### config.mk
export PLATFORM = sky130hd
export DESIGN_NAME = mu0_loader
export DESIGN_NICKNAME = d
export VERILOG_FILES = /design/src/rtl/mu0_loader_pkg.sv /design/src/rtl/mu0_loader_byte_pair.sv /design/src/rtl/mu0_loader.sv
export SDC_FILE = /design/constraint.sdc
export NUM_CORES = 1
export LEC_CHECK = 0
export BUFFER_PORTS_ARGS = -buffer_cell sky130_fd_sc_hd__buf_2
export CORE_MARGIN = 10
export CORE_UTILIZATION = 50
export DETAILED_ROUTE_END_ITERATION = 8
export PLACE_DENSITY = 0.72
export SYNTH_ARGS = -nofsm -noshare
export SYNTH_HDL_FRONTEND = slang
export SYNTH_SLANG_ARGS = --single-unit
### constraint.sdc
create_clock -name sysclk -period 6.3 [get_ports sysclk]
set_input_delay 0.945 -clock sysclk [delete_from_list [all_inputs] [get_ports sysclk]]
set_output_delay 0.945 -clock sysclk [all_outputs]
set_load 0.02 [all_outputs]
### src/rtl/mu0_loader_pkg.sv
// Shared types and sizing constants for the MU0 program loader.
package mu0_loader_pkg;

  localparam int unsigned ADDR_W_DEF = 12;
  localparam int unsigned DATA_W_DEF = 16;
  localparam int unsigned MAX_WORDS  = 2 ** ADDR_W_DEF;

  typedef enum logic [3:0] {
    S_IDLE,
    S_LEN_HI,
    S_LEN_LO,
    S_DATA_HI,
    S_DATA_LO,
    S_WRITE,
    S_CHK_HI,
    S_CHK_LO,
    S_DONE,
    S_ERR
  } state_t;

endpackage

### src/rtl/mu0_loader_byte_pair.sv
// Joins a handshaken high byte and the following low byte into a 16-bit word.
module byte_pair (
  input  logic        sysclk,
  input  logic        ext_reset,
  input  logic        i_hs,
  input  logic        i_lo,
  input  logic [7:0]  i_byte,
  output logic [15:0] o_word,
  output logic        o_word_rdy
);

  logic [7:0] r_hi;

  always_ff @(posedge sysclk or negedge ext_reset) begin
    if (!ext_reset) begin
      r_hi <= '0;
    end else if (i_hs && !i_lo) begin
      r_hi <= i_byte;
    end
  end

  // The word is presented combinationally on the low-byte handshake cycle.
  assign o_word     = {r_hi, i_byte};
  assign o_word_rdy = i_hs & i_lo;

endmodule

### src/rtl/mu0_loader.sv
// Receives a LEN/data/CHK byte frame and writes it into MU0 RAM, holding the core meanwhile.
module mu0_loader
  import mu0_loader_pkg::*;
#(
  parameter int unsigned ADDR_W = ADDR_W_DEF,
  parameter int unsigned DATA_W = DATA_W_DEF
) (
  input  logic              sysclk,
  input  logic              ext_reset,
  input  logic              start,
  input  logic [7:0]        rx_data,
  input  logic              rx_valid,
  output logic              rx_ready,
  output logic              mem_we,
  output logic [ADDR_W-1:0] mem_addr,
  output logic [DATA_W-1:0] mem_wdata,
  output logic              cpu_hold,
  output logic              busy,
  output logic              done,
  output logic              err
);

  localparam int unsigned L_MAX_WORDS = 2 ** ADDR_W;

  state_t            r_state;
  state_t            w_state_nxt;
  logic [15:0]       r_len;
  logic [ADDR_W-1:0] r_index;
  logic [ADDR_W-1:0] r_addr;
  logic [15:0]       r_word;
  logic [15:0]       r_acc;
  logic              w_hs;
  logic              w_lo;
  logic              w_idle_like;
  logic              w_last;
  logic              w_len_bad;
  logic [15:0]       w_word;
  logic              w_word_rdy;

  assign w_hs        = rx_valid & rx_ready;
  assign w_lo        = (r_state == S_LEN_LO) || (r_state == S_DATA_LO) || (r_state == S_CHK_LO);
  assign w_idle_like = (r_state == S_IDLE) || (r_state == S_DONE) || (r_state == S_ERR);
  assign w_last      = (32'(r_index) == (32'(r_len) - 32'd1));
  assign w_len_bad   = (w_word == 16'h0000) || (32'(w_word) > L_MAX_WORDS);

  byte_pair u_byte_pair (
    .sysclk     (sysclk),
    .ext_reset  (ext_reset),
    .i_hs       (w_hs),
    .i_lo       (w_lo),
    .i_byte     (rx_data),
    .o_word     (w_word),
    .o_word_rdy (w_word_rdy)
  );

  always_ff @(posedge sysclk or negedge ext_reset) begin
    if (!ext_reset) begin
      r_state <= S_IDLE;
    end else begin
      r_state <= w_state_nxt;
    end
  end

  always_comb begin
    w_state_nxt = r_state;
    case (r_state)
      S_IDLE, S_DONE, S_ERR: if (start)      w_state_nxt = S_LEN_HI;
      S_LEN_HI:              if (w_hs)       w_state_nxt = S_LEN_LO;
      S_LEN_LO:              if (w_word_rdy) w_state_nxt = w_len_bad ? S_ERR : S_DATA_HI;
      S_DATA_HI:             if (w_hs)       w_state_nxt = S_DATA_LO;
      S_DATA_LO:             if (w_word_rdy) w_state_nxt = S_WRITE;
      S_WRITE:                               w_state_nxt = w_last ? S_CHK_HI : S_DATA_HI;
      S_CHK_HI:              if (w_hs)       w_state_nxt = S_CHK_LO;
      S_CHK_LO:              if (w_word_rdy) w_state_nxt = (w_word == r_acc) ? S_DONE : S_ERR;
      default:                               w_state_nxt = S_IDLE;
    endcase
  end

  // Address and data are latched on the low-byte handshake so they are stable
  // throughout WRITE and keep their value until the next word.
  always_ff @(posedge sysclk or negedge ext_reset) begin
    if (!ext_reset) begin
      r_len   <= '0;
      r_index <= '0;
      r_acc   <= '0;
      r_addr  <= '0;
      r_word  <= '0;
    end else begin
      if (w_idle_like && start) begin
        r_index <= '0;
        r_acc   <= '0;
      end
      if (r_state == S_LEN_LO && w_word_rdy) begin
        r_len <= w_word;
      end
      if (r_state == S_DATA_LO && w_word_rdy) begin
        r_addr <= r_index;
        r_word <= w_word;
      end
      if (r_state == S_WRITE) begin
        r_acc <= r_acc ^ r_word;
        if (!w_last) begin
          r_index <= r_index + 1'b1;
        end
      end
    end
  end

  assign rx_ready  = (r_state == S_LEN_HI)  || (r_state == S_LEN_LO) ||
                     (r_state == S_DATA_HI) || (r_state == S_DATA_LO) ||
                     (r_state == S_CHK_HI)  || (r_state == S_CHK_LO);
  assign mem_we    = (r_state == S_WRITE);
  assign mem_addr  = r_addr;
  assign mem_wdata = DATA_W'(r_word);
  assign busy      = !w_idle_like;
  assign done      = (r_state == S_DONE);
  assign err       = (r_state == S_ERR);
  assign cpu_hold  = (r_state != S_DONE);

endmodule

==> flow_summary.json, run 1 <==
{
  "drv_slew": 0,
  "reg2reg_slack_ps": 2860,
  "die_w_um": 115,
  "worst_pin_slew_ps": 1030,
  "die_h_um": 115,
  "cts_root_buffer": "clkbuf_8",
  "power_mw": 2.24,
  "portBuffers": 45,
  "cts_max_path_buffers": 2,
  "layout.cells.non_filler": 574,
  "ctsResizeCount": 0,
  "final_area_sq_um": 4950,
  "cp_top_family": "buffers and inverters",
  "grt.total_usage_pct": 15.8,
  "place_ws_ps": 2910,
  "synthTopCellsByArea": "dfrtp_1 47%, mux2_2 13%, xor2_1 4.3%",
  "grt_pass1_wl_um": 16900,
  "start_util_pct": 51.2,
  "cts_tree": "built",
  "slew_headroom_pct": 31.2,
  "grt_pass1_vias": 3325,
  "yosysSeqAreaShare_pct": 47.1,
  "max-vdd-ir-drop_v": 0.000217,
  "firstDrtPassIters": 5,
  "rr_worst_depth": 9,
  "core-area_sq_um": 8720,
  "power_density_nw_per_um2": 451,
  "cts_setup_buffers": 0,
  "worstSetupEndpointType": "output port",
  "grt_overflow": 0,
  "num_rows": 34,
  "tritoncts_num_sinks": 84,
  "drt_iter0_markers": 218,
  "cp-startpoint": "r_state[3]",
  "async_reset_ff_share_pct": 100,
  "clk_pin_slew_ps": 90,
  "synth_edf_count": 0,
  "cp_max_fo": 28,
  "dp.cells": 559,
  "cpMostUsedCell": "nand2_1",
  "drive_gt1_share_pct": 28.8,
  "path_cells": "inv_1, nand2_1, nor2_1, nand2_1, inv_2, buf_2",
  "io_pins": 46,
  "htree_levels": 3,
  "finalCoreUtilization_pct": 56.8,
  "rsz0062_at_grt": "false",
  "startpoint_type": "flop",
  "dp_hpwl_um": 7230,
  "cts_inserted_buffers": 9,
  "r2r_start": "r_len[0]",
  "final.period_utilization_pct": 57.9,
  "multi_input_area_sq_um": 2220,
  "fmax_mhz": 274,
  "hold_path.class": "flop to flop",
  "final-hold-violation-count": 0,
  "yosysUniqueCellTypes": 55,
  "timing.final.ws_setup_ps": 2650,
  "regArea_sq_um": 2100,
  "path_depth": 6,
  "period_minus_slack_ps": 3650,
  "worstPathArrival_ps": 2700,
  "cp.required_ps": 5350,
  "synth.top_cell.area_share_pct": 47.1,
  "crit_path_top_delay_cell": "inv_2",
  "status": "completed",
  "synth_warnings": 0,
  "tns_ps": 0,
  "worstSetupPathType": "flop to output port",
  "crit_buf_inv": 3,
  "setup_viol": 0,
  "syn_area_per_cell_sq_um": 10.4,
  "hold_slack_ps": 505,
  "max_stage_delay_ps": 660,
  "place.gp.congestion": 0.875,
  "syn2layout_area_growth_pct": 11.0,
  "place_area_sq_um": 4730,
  "postCtsHoldBufs": 0,
  "ys_ff_latch": 84,
  "wire_per_inst_um": 17.8,
  "vias": 3435,
  "yosys.area.top_type": "dfrtp_1",
  "synth-main-ff-cell": "dfrtp_1",
  "clock_skew_ps": 13.8,
  "p_leak_nw": 2.32,
  "grt_max_degree": 85,
  "insertion_delay_ps": 360,
  "syn_inst": 430,
  "nFillCells": 738,
  "ant_nets": 0,
  "syn_area_sq_um": 4470,
  "routed_wl_um": 10200,
  "timing.rr.end": "r_index[10]",
  "antenna_found_initial": 0,
  "synth_nets": 444,
  "drc_errors": 0,
  "maxCapViolations": 0,
  "critPathCapture": "mem_we",
  "die_area_sq_um": 13100,
  "diodes": 0,
  "avgViaCountPerCell": 5.98,
  "layout.nets": 476
}
[flip-flops by register name (all words and copies together) (netlist names)]
| signal | cells |
|---|---|
| mem_addr | 12 |
| r_index | 12 |
| r_acc | 16 |
| u_byte_pair.r_hi | 8 |
| r_len | 16 |
| r_state | 4 |
| mem_wdata | 16 |
[cells in the final DEF, fill, tap and decap left out, drive strengths merged, types with 3 or more instances in the layout]
master,instances
o21ai,38
nor2b,3
inv,10
xnor2,6
nor3b,4
nand4,5
nor4,12
or4,6
nor3,5
a31oi,3
xor2,22
o211ai,5
and3,6
nor2,33
a21oi,9
nand2,33
nand3,23
mux2i,4
dfrtp,84
a21o,4
mux2,53
or3,5
buf,47
clkbuf,10
[worst min-delay path by stage]
| stage | from | endpoint | slack [ps] | depth (start not counted) |
|---|---|---|---|---|
| after global placement | mem_addr[6] | mem_addr[6] | 480 | 1 |
| after floorplan | r_acc[0] | r_acc[0] | 470 | 1 |
| after CTS | r_acc[5] | r_acc[5] | 510 | 1 |
| after global routing | mem_addr[0] | mem_addr[0] | 520 | 1 |
| after detailed placement | mem_addr[0] | mem_addr[0] | 490 | 1 |
| final | mem_addr[0] | mem_addr[0] | 500 | 1 |
[cell usage after synthesis (5+ instances only)]
cell / number
a21oi_1: 8
and3_1: 5
buf_1: 6
clkbuf_1: 14
dfrtp_1: 84
inv_1: 8
mux2_2: 53
nand2_1: 33
nand3_1: 23
nand4_1: 5
nor2_1: 33
nor3_1: 5
nor4_1: 9
o211ai_1: 5
o21ai_0: 38
or3_1: 5
xnor2_1: 6
xor2_1: 22
[layer usage]
metal | up-vias | routed length [um] | GRT usage (%)
li1 | 1624 | - | -
met1 | 1690 | 4540 | 20.3
met2 | 106 | 4910 | 24.9
met3 | 15 | 584 | 3.77
met4 | 0 | 201 | 7.02
met5 | - | 0 | 0
[logic make-up (layout without fill, tap and decap cells)]
| family | count (synthesis) | in the layout | synth area share [%] |
|---|---|---|---|
| buffers and inverters | 35 | 71 | 3.33 |
| adders and majority gates | 2 | 2 | 0.560 |
| and+or+nand+nor | 143 | 143 | 17.4 |
| DFF | 84 | 84 | 47.1 |
| muxes | 57 | 57 | 14.3 |
| xor gates and xnor gates | 28 | 28 | 5.49 |
| AOI/OAI and AO/OA | 81 | 81 | 11.9 |
[area by class of cell]
| type | count | area share (%) |
|---|---|---|
| repair buffers | 47 | 4.90 |
| well taps | 108 | 2.73 |
| clock inverters | 5 | 1.69 |
| inverters | 9 | 0.682 |
| clock buffers | 10 | 2.78 |
| multi-input cells | 311 | 44.8 |
| flip-flops and latches | 84 | 42.4 |
[where the power goes]
group	internal, mW	switching (mW)
registers	0.713	0.257
logic	0.372	0.463
clock network	0.233	0.199
No activity file was read; power rests on OpenSTA's default activity.
==> run 2: changes to the inputs <==
==> constraint.sdc (replaced) <==
create_clock -name sysclk -period 3.5 [get_ports sysclk]
set_input_delay 0.525 -clock sysclk [delete_from_list [all_inputs] [get_ports sysclk]]
set_output_delay 0.525 -clock sysclk [all_outputs]
set_load 0.02 [all_outputs]
==> flow_summary.json, run 2 (same netlist as run 1, synthesis figures left out) <==
{
  "status": "completed",
  "diodes": 0,
  "grt_pass1_wl_um": 17400,
  "place.gp.congestion": 0.873,
  "routed_wl_um": 10200,
  "worstSetupPathType": "flop to flop",
  "final-hold-violation-count": 0,
  "hold_path.class": "input pin to asynchronous set/reset pin",
  "fmax_mhz": 313,
  "final.period_utilization_pct": 91.3,
  "highest_layer": "met4",
  "drt_iter0_markers": 194,
  "slew_headroom_pct": 30.4,
  "startpoint_type": "flop",
  "worst_pin_slew_ps": 1040,
  "ctsResizeCount": 0,
  "cts_max_path_buffers": 2,
  "htree_levels": 3,
  "clk_pin_slew_ps": 80,
  "worstPathArrival_ps": 3440,
  "insertion_delay_ps": 360,
  "drc_errors": 0,
  "regArea_sq_um": 2100,
  "p_leak_nw": 2.36,
  "postCtsHoldBufs": 0,
  "start_util_pct": 51.2,
  "nFillCells": 729,
  "tritoncts_num_sinks": 84,
  "worstSetupEndpointType": "flop",
  "drv_slew": 0,
  "max-vdd-ir-drop_v": 0.000414,
  "firstDrtPassIters": 4,
  "cts_setup_buffers": 0,
  "cts_tree": "built",
  "period_minus_slack_ps": 3200,
  "final_common_cell": "dfrtp_1",
  "wire_per_inst_um": 17.5,
  "grt_max_degree": 85,
  "die_area_sq_um": 13100,
  "setup_viol": 0,
  "maxCapViolations": 0,
  "cp_max_fo": 13,
  "ant_nets": 0,
  "grt_pass1_vias": 3526,
  "rr_worst_depth": 10,
  "portBuffers": 45,
  "clock_skew_ps": 10.8,
  "antenna_found_initial": 0,
  "wl_met3_um": 545,
  "vias": 3428,
  "dr_wl_met2_um": 4790,
  "grt_overflow": 0,
  "die_h_um": 115,
  "rsz0062_at_grt": "false",
  "final_area_sq_um": 5020,
  "core-area_sq_um": 8720,
  "cts_root_buffer": "clkbuf_8",
  "num_rows": 34,
  "avgViaCountPerCell": 5.91,
  "final_cell_mix": "84 x dfrtp_1, 53 x mux2_2, 44 x buf_2, 38 x o21ai_0",
  "place_area_sq_um": 4770,
  "layout.nets": 481,
  "cts_inserted_buffers": 9,
  "multi_input_area_sq_um": 2220,
  "cp.required_ps": 3750,
  "io_pins": 46,
  "grt.total_usage_pct": 16.1,
  "syn2layout_area_growth_pct": 12.4,
  "die_w_um": 115,
  "power_density_nw_per_um2": 817,
  "drive_gt1_share_pct": 29.4,
  "wl_met1_um": 4460,
  "tns_ps": 0,
  "dp_hpwl_um": 7400,
  "hold_slack_ps": 323
}
[run 2: changes by cell type in the layout (fill, tap and decap cells not counted), sizes merged]
cell,delta
buf,+5
clkinvlp,-2
bufinv,+1
clkbuf,+1
clkinv,+1
[run 2: where the power goes]
group          total, mW  internal (mW)  switching, mW
clock network      0.852          0.498          0.354
logic               1.50          0.678          0.826
registers           1.75           1.28          0.463
total               4.10           2.46           1.64
[run 2: per-layer routing]
layer / GRT usage, % / vias up
met2: 25.7 / 91
li1: - / 1632
met1: 20.0 / 1678
met5: 0 / -
met3: 4.04 / 27
met4: 7.10 / 0
[run 2: stage by stage]
stage	power, mW	std cells	util (%)	worst slack [ps]
3_3_place_gp	3.22	564	54.7	478
2_1_floorplan	2.79	430	-	718
5_1_grt	4.39	580	57.6	151
4_1_cts	4.14	580	57.6	330
3_5_place_dp	3.28	564	54.7	349
6_report	4.10	580	57.6	303
[run 2: critical path, stage by stage (launching register included)]
cell and delay [ps]:
dfrtp_1 510, inv_1 80, ha_1 360, o21ba_2 260, a221oi_1 290, a41oi_1 80
or4_4 530, nor4_4 360, buf_4 240, nor4_1 70, a211o_2 310
[run 2: cell type report]
| type | instances | area share, % |
|---|---|---|
| timing repair buffer | 52 | 5.58 |
| sequential | 84 | 41.9 |
| tap | 108 | 2.69 |
| inverter | 9 | 0.673 |
| clock inverter | 5 | 2.14 |
| clock buffer | 11 | 2.82 |
| multi-input combinational | 311 | 44.2 |
[run 2: worst paths after layout]
check	slack, ps	start	endpoint
max in group asynchronous	2480	ext_reset	r_acc[12]
max	300	r_len[0]	r_index[7]
max reg2reg	300	r_len[0]	r_index[7]
min	320	ext_reset	mem_addr[9]
min in group sysclk	490	rx_data[7]	r_len[7]
min reg2reg	500	mem_addr[6]	mem_addr[6]
==> run 3: changes to the inputs <==
--- a/config.mk
+++ b/config.mk
@@ -5,6 +5,7 @@
 export SDC_FILE = /design/constraint.sdc
 export NUM_CORES = 1
 export LEC_CHECK = 0
+export ABC_AREA = 1
 export BUFFER_PORTS_ARGS = -buffer_cell sky130_fd_sc_hd__buf_2
 export CORE_MARGIN = 10
 export CORE_UTILIZATION = 50
==> flow_summary.json, run 3 <==
{
  "die_area_sq_um": 13600,
  "drive_gt1_share_pct": 14.4,
  "wire_per_inst_um": 15.4,
  "worst_pin_slew_ps": 922,
  "rr_worst_depth": 15,
  "hold_path.class": "input pin to asynchronous set/reset pin",
  "avgViaCountPerCell": 5.32,
  "num_rows": 35,
  "rsz0062_at_grt": "false",
  "syn_area_sq_um": 4690,
  "firstDrtPassIters": 6,
  "power_density_nw_per_um2": 909,
  "worstPathArrival_ps": 2630,
  "cp_top_family": "simple AND/OR/NAND/NOR gates",
  "synth_warnings": 0,
  "crit_buf_inv": 1,
  "timing.final.ws_setup_ps": 1120,
  "insertion_delay_ps": 360,
  "async_reset_ff_share_pct": 100,
  "status": "completed",
  "die_h_um": 117,
  "drc_errors": 0,
  "final_cell_mix": "172 x nand2_1, 84 x dfrtp_1, 68 x inv_1, 64 x o21ai_0, 57 x nand3_1",
  "drt_iter0_markers": 264,
  "vias": 4090,
  "final_common_cell": "nand2_1",
  "finalCoreUtilization_pct": 57.5,
  "yosysSeqAreaShare_pct": 44.8,
  "yosys.area.top_type": "dfrtp_1",
  "setup_viol": 0,
  "r2r_start": "r_len[0]",
  "startpoint_type": "flop",
  "clock_skew_ps": 8.58,
  "final_area_sq_um": 5280,
  "tns_ps": 0,
  "routed_wl_um": 11900,
  "core-area_sq_um": 9200,
  "p_leak_nw": 2.69,
  "place.gp.congestion": 0.931,
  "fmax_mhz": 421,
  "clk_pin_slew_ps": 90,
  "synth-main-ff-cell": "dfrtp_1",
  "io_pins": 46,
  "cpMostUsedCell": "nand2_1",
  "grt_pass1_wl_um": 19500,
  "worstSetupEndpointType": "flop",
  "start_util_pct": 51.0,
  "cp_max_fo": 13,
  "syn2layout_area_growth_pct": 12.7,
  "portBuffers": 45,
  "cts_root_buffer": "clkbuf_8",
  "grt.total_usage_pct": 18.1,
  "path_cells": "inv_1, ha_1, nand2_2, nor2_8, nand2_2, nand2_1, nand2_1, nor2_2, nand2_1, nor2_4, nand3_4, nand2_4, nand2_1, nand2_1, nand2_1",
  "dp_hpwl_um": 8940,
  "cts_tree": "built",
  "grt_max_degree": 44,
  "cp-startpoint": "r_len[0]",
  "die_w_um": 117,
  "yosysMostFrequentCell": "nand2_1",
  "ctsResizeCount": 0,
  "ys_ff_latch": 84,
  "final-hold-violation-count": 0,
  "max-vdd-ir-drop_v": 0.000509,
  "htree_levels": 3,
  "cp.required_ps": 3760,
  "synthTopCellsByArea": "dfrtp_1 45%, nand2_1 14%, o21ai_0 6.8%",
  "synth.top_cell.area_share_pct": 44.8,
  "maxCapViolations": 0,
  "ant_nets": 0,
  "syn_inst": 608,
  "place_ws_ps": 1130,
  "antenna_found_initial": 0,
  "cts_setup_buffers": 0,
  "cts_inserted_buffers": 9,
  "postCtsHoldBufs": 0,
  "grt_overflow": 0,
  "place_area_sq_um": 5010,
  "layout.nets": 667,
  "grt_pass1_vias": 3887,
  "crit_path_top_delay_cell": "dfrtp_1",
  "drv_slew": 0,
  "reg2reg_slack_ps": 1120,
  "final.period_utilization_pct": 67.9,
  "synth_nets": 622,
  "diodes": 0,
  "slew_headroom_pct": 38.4,
  "period_minus_slack_ps": 2380,
  "syn_area_per_cell_sq_um": 7.71,
  "synth_edf_count": 0,
  "max_stage_delay_ps": 420,
  "timing.rr.end": "r_state[0]",
  "tritoncts_num_sinks": 84,
  "yosysUniqueCellTypes": 33,
  "worstSetupPathType": "flop to flop",
  "synthTopCellsByCount": "172 x nand2_1, 84 x dfrtp_1, 68 x inv_1, 64 x o21ai_0, 57 x nand3_1",
  "cts_max_path_buffers": 2
}
## run 3: logic make-up after synthesis
logic type | count (synthesis) | synth area share (%)
and+or+nand+nor | 313 | 30.0
buffers and inverters | 85 | 7.10
DFF | 84 | 44.8
AOI/OAI and AO/OA | 83 | 9.66
xor gates and xnor gates | 38 | 7.10
muxes | 3 | 0.721
adders and majority gates | 2 | 0.534
## run 3: metrics by stage
stage                     total power [mW]  hold WS (ps)  std cells
final                                 4.80           134        769
after global routing                  5.20           175        769
after CTS                             4.82           158        769
after detailed placement              3.88           475        753
after global placement                3.81           470        753
after floorplan                       3.27           229        608
## run 3: how the worst max path moves through the flow
stage,to,cells after the start
2_1_floorplan,r_index[8],14
3_3_place_gp,r_state[0],15
3_5_place_dp,r_state[0],15
4_1_cts,r_state[0],15
5_1_grt,r_state[0],15
6_report,r_state[0],15
## run 3: report_power, final
part | internal (mW) | total (mW) | switching, mW | leakage, nW
Sequential | 1.30 | 1.70 | 0.397 | 1.12
Clock | 0.552 | 0.926 | 0.374 | 0.134
Combinational | 0.760 | 2.18 | 1.42 | 1.43
Total | 2.62 | 4.80 | 2.19 | 2.69
## run 3: metal layers
metal	wire [um]	part of all wire [%]	vias up	GRT usage, %
met5	0	0	-	0
met3	606	5.1	13	3.62
li1	-	-	2044	-
met2	5670	48	129	29.2
met4	195	1.6	0	6.75
met1	5400	45	1904	23.6
## run 3: worst reg2reg max path: cells and delay by family (launching register included)
family / cells / cell delay [ps]
DFF: 1 / 420
adders and majority gates: 1 / 300
buffers and inverters: 1 / 200
and+or+nand+nor: 13 / 1340
## run 3: area by class of cell
type                    count  area [sq um]
fillers                   859          3910
multi-input cells         439          2250
flip-flops and latches     84          2100
inverters                  70           263
repair buffers             49           258
clock inverters             7           146
well taps                 111           139
clock buffers               9           124
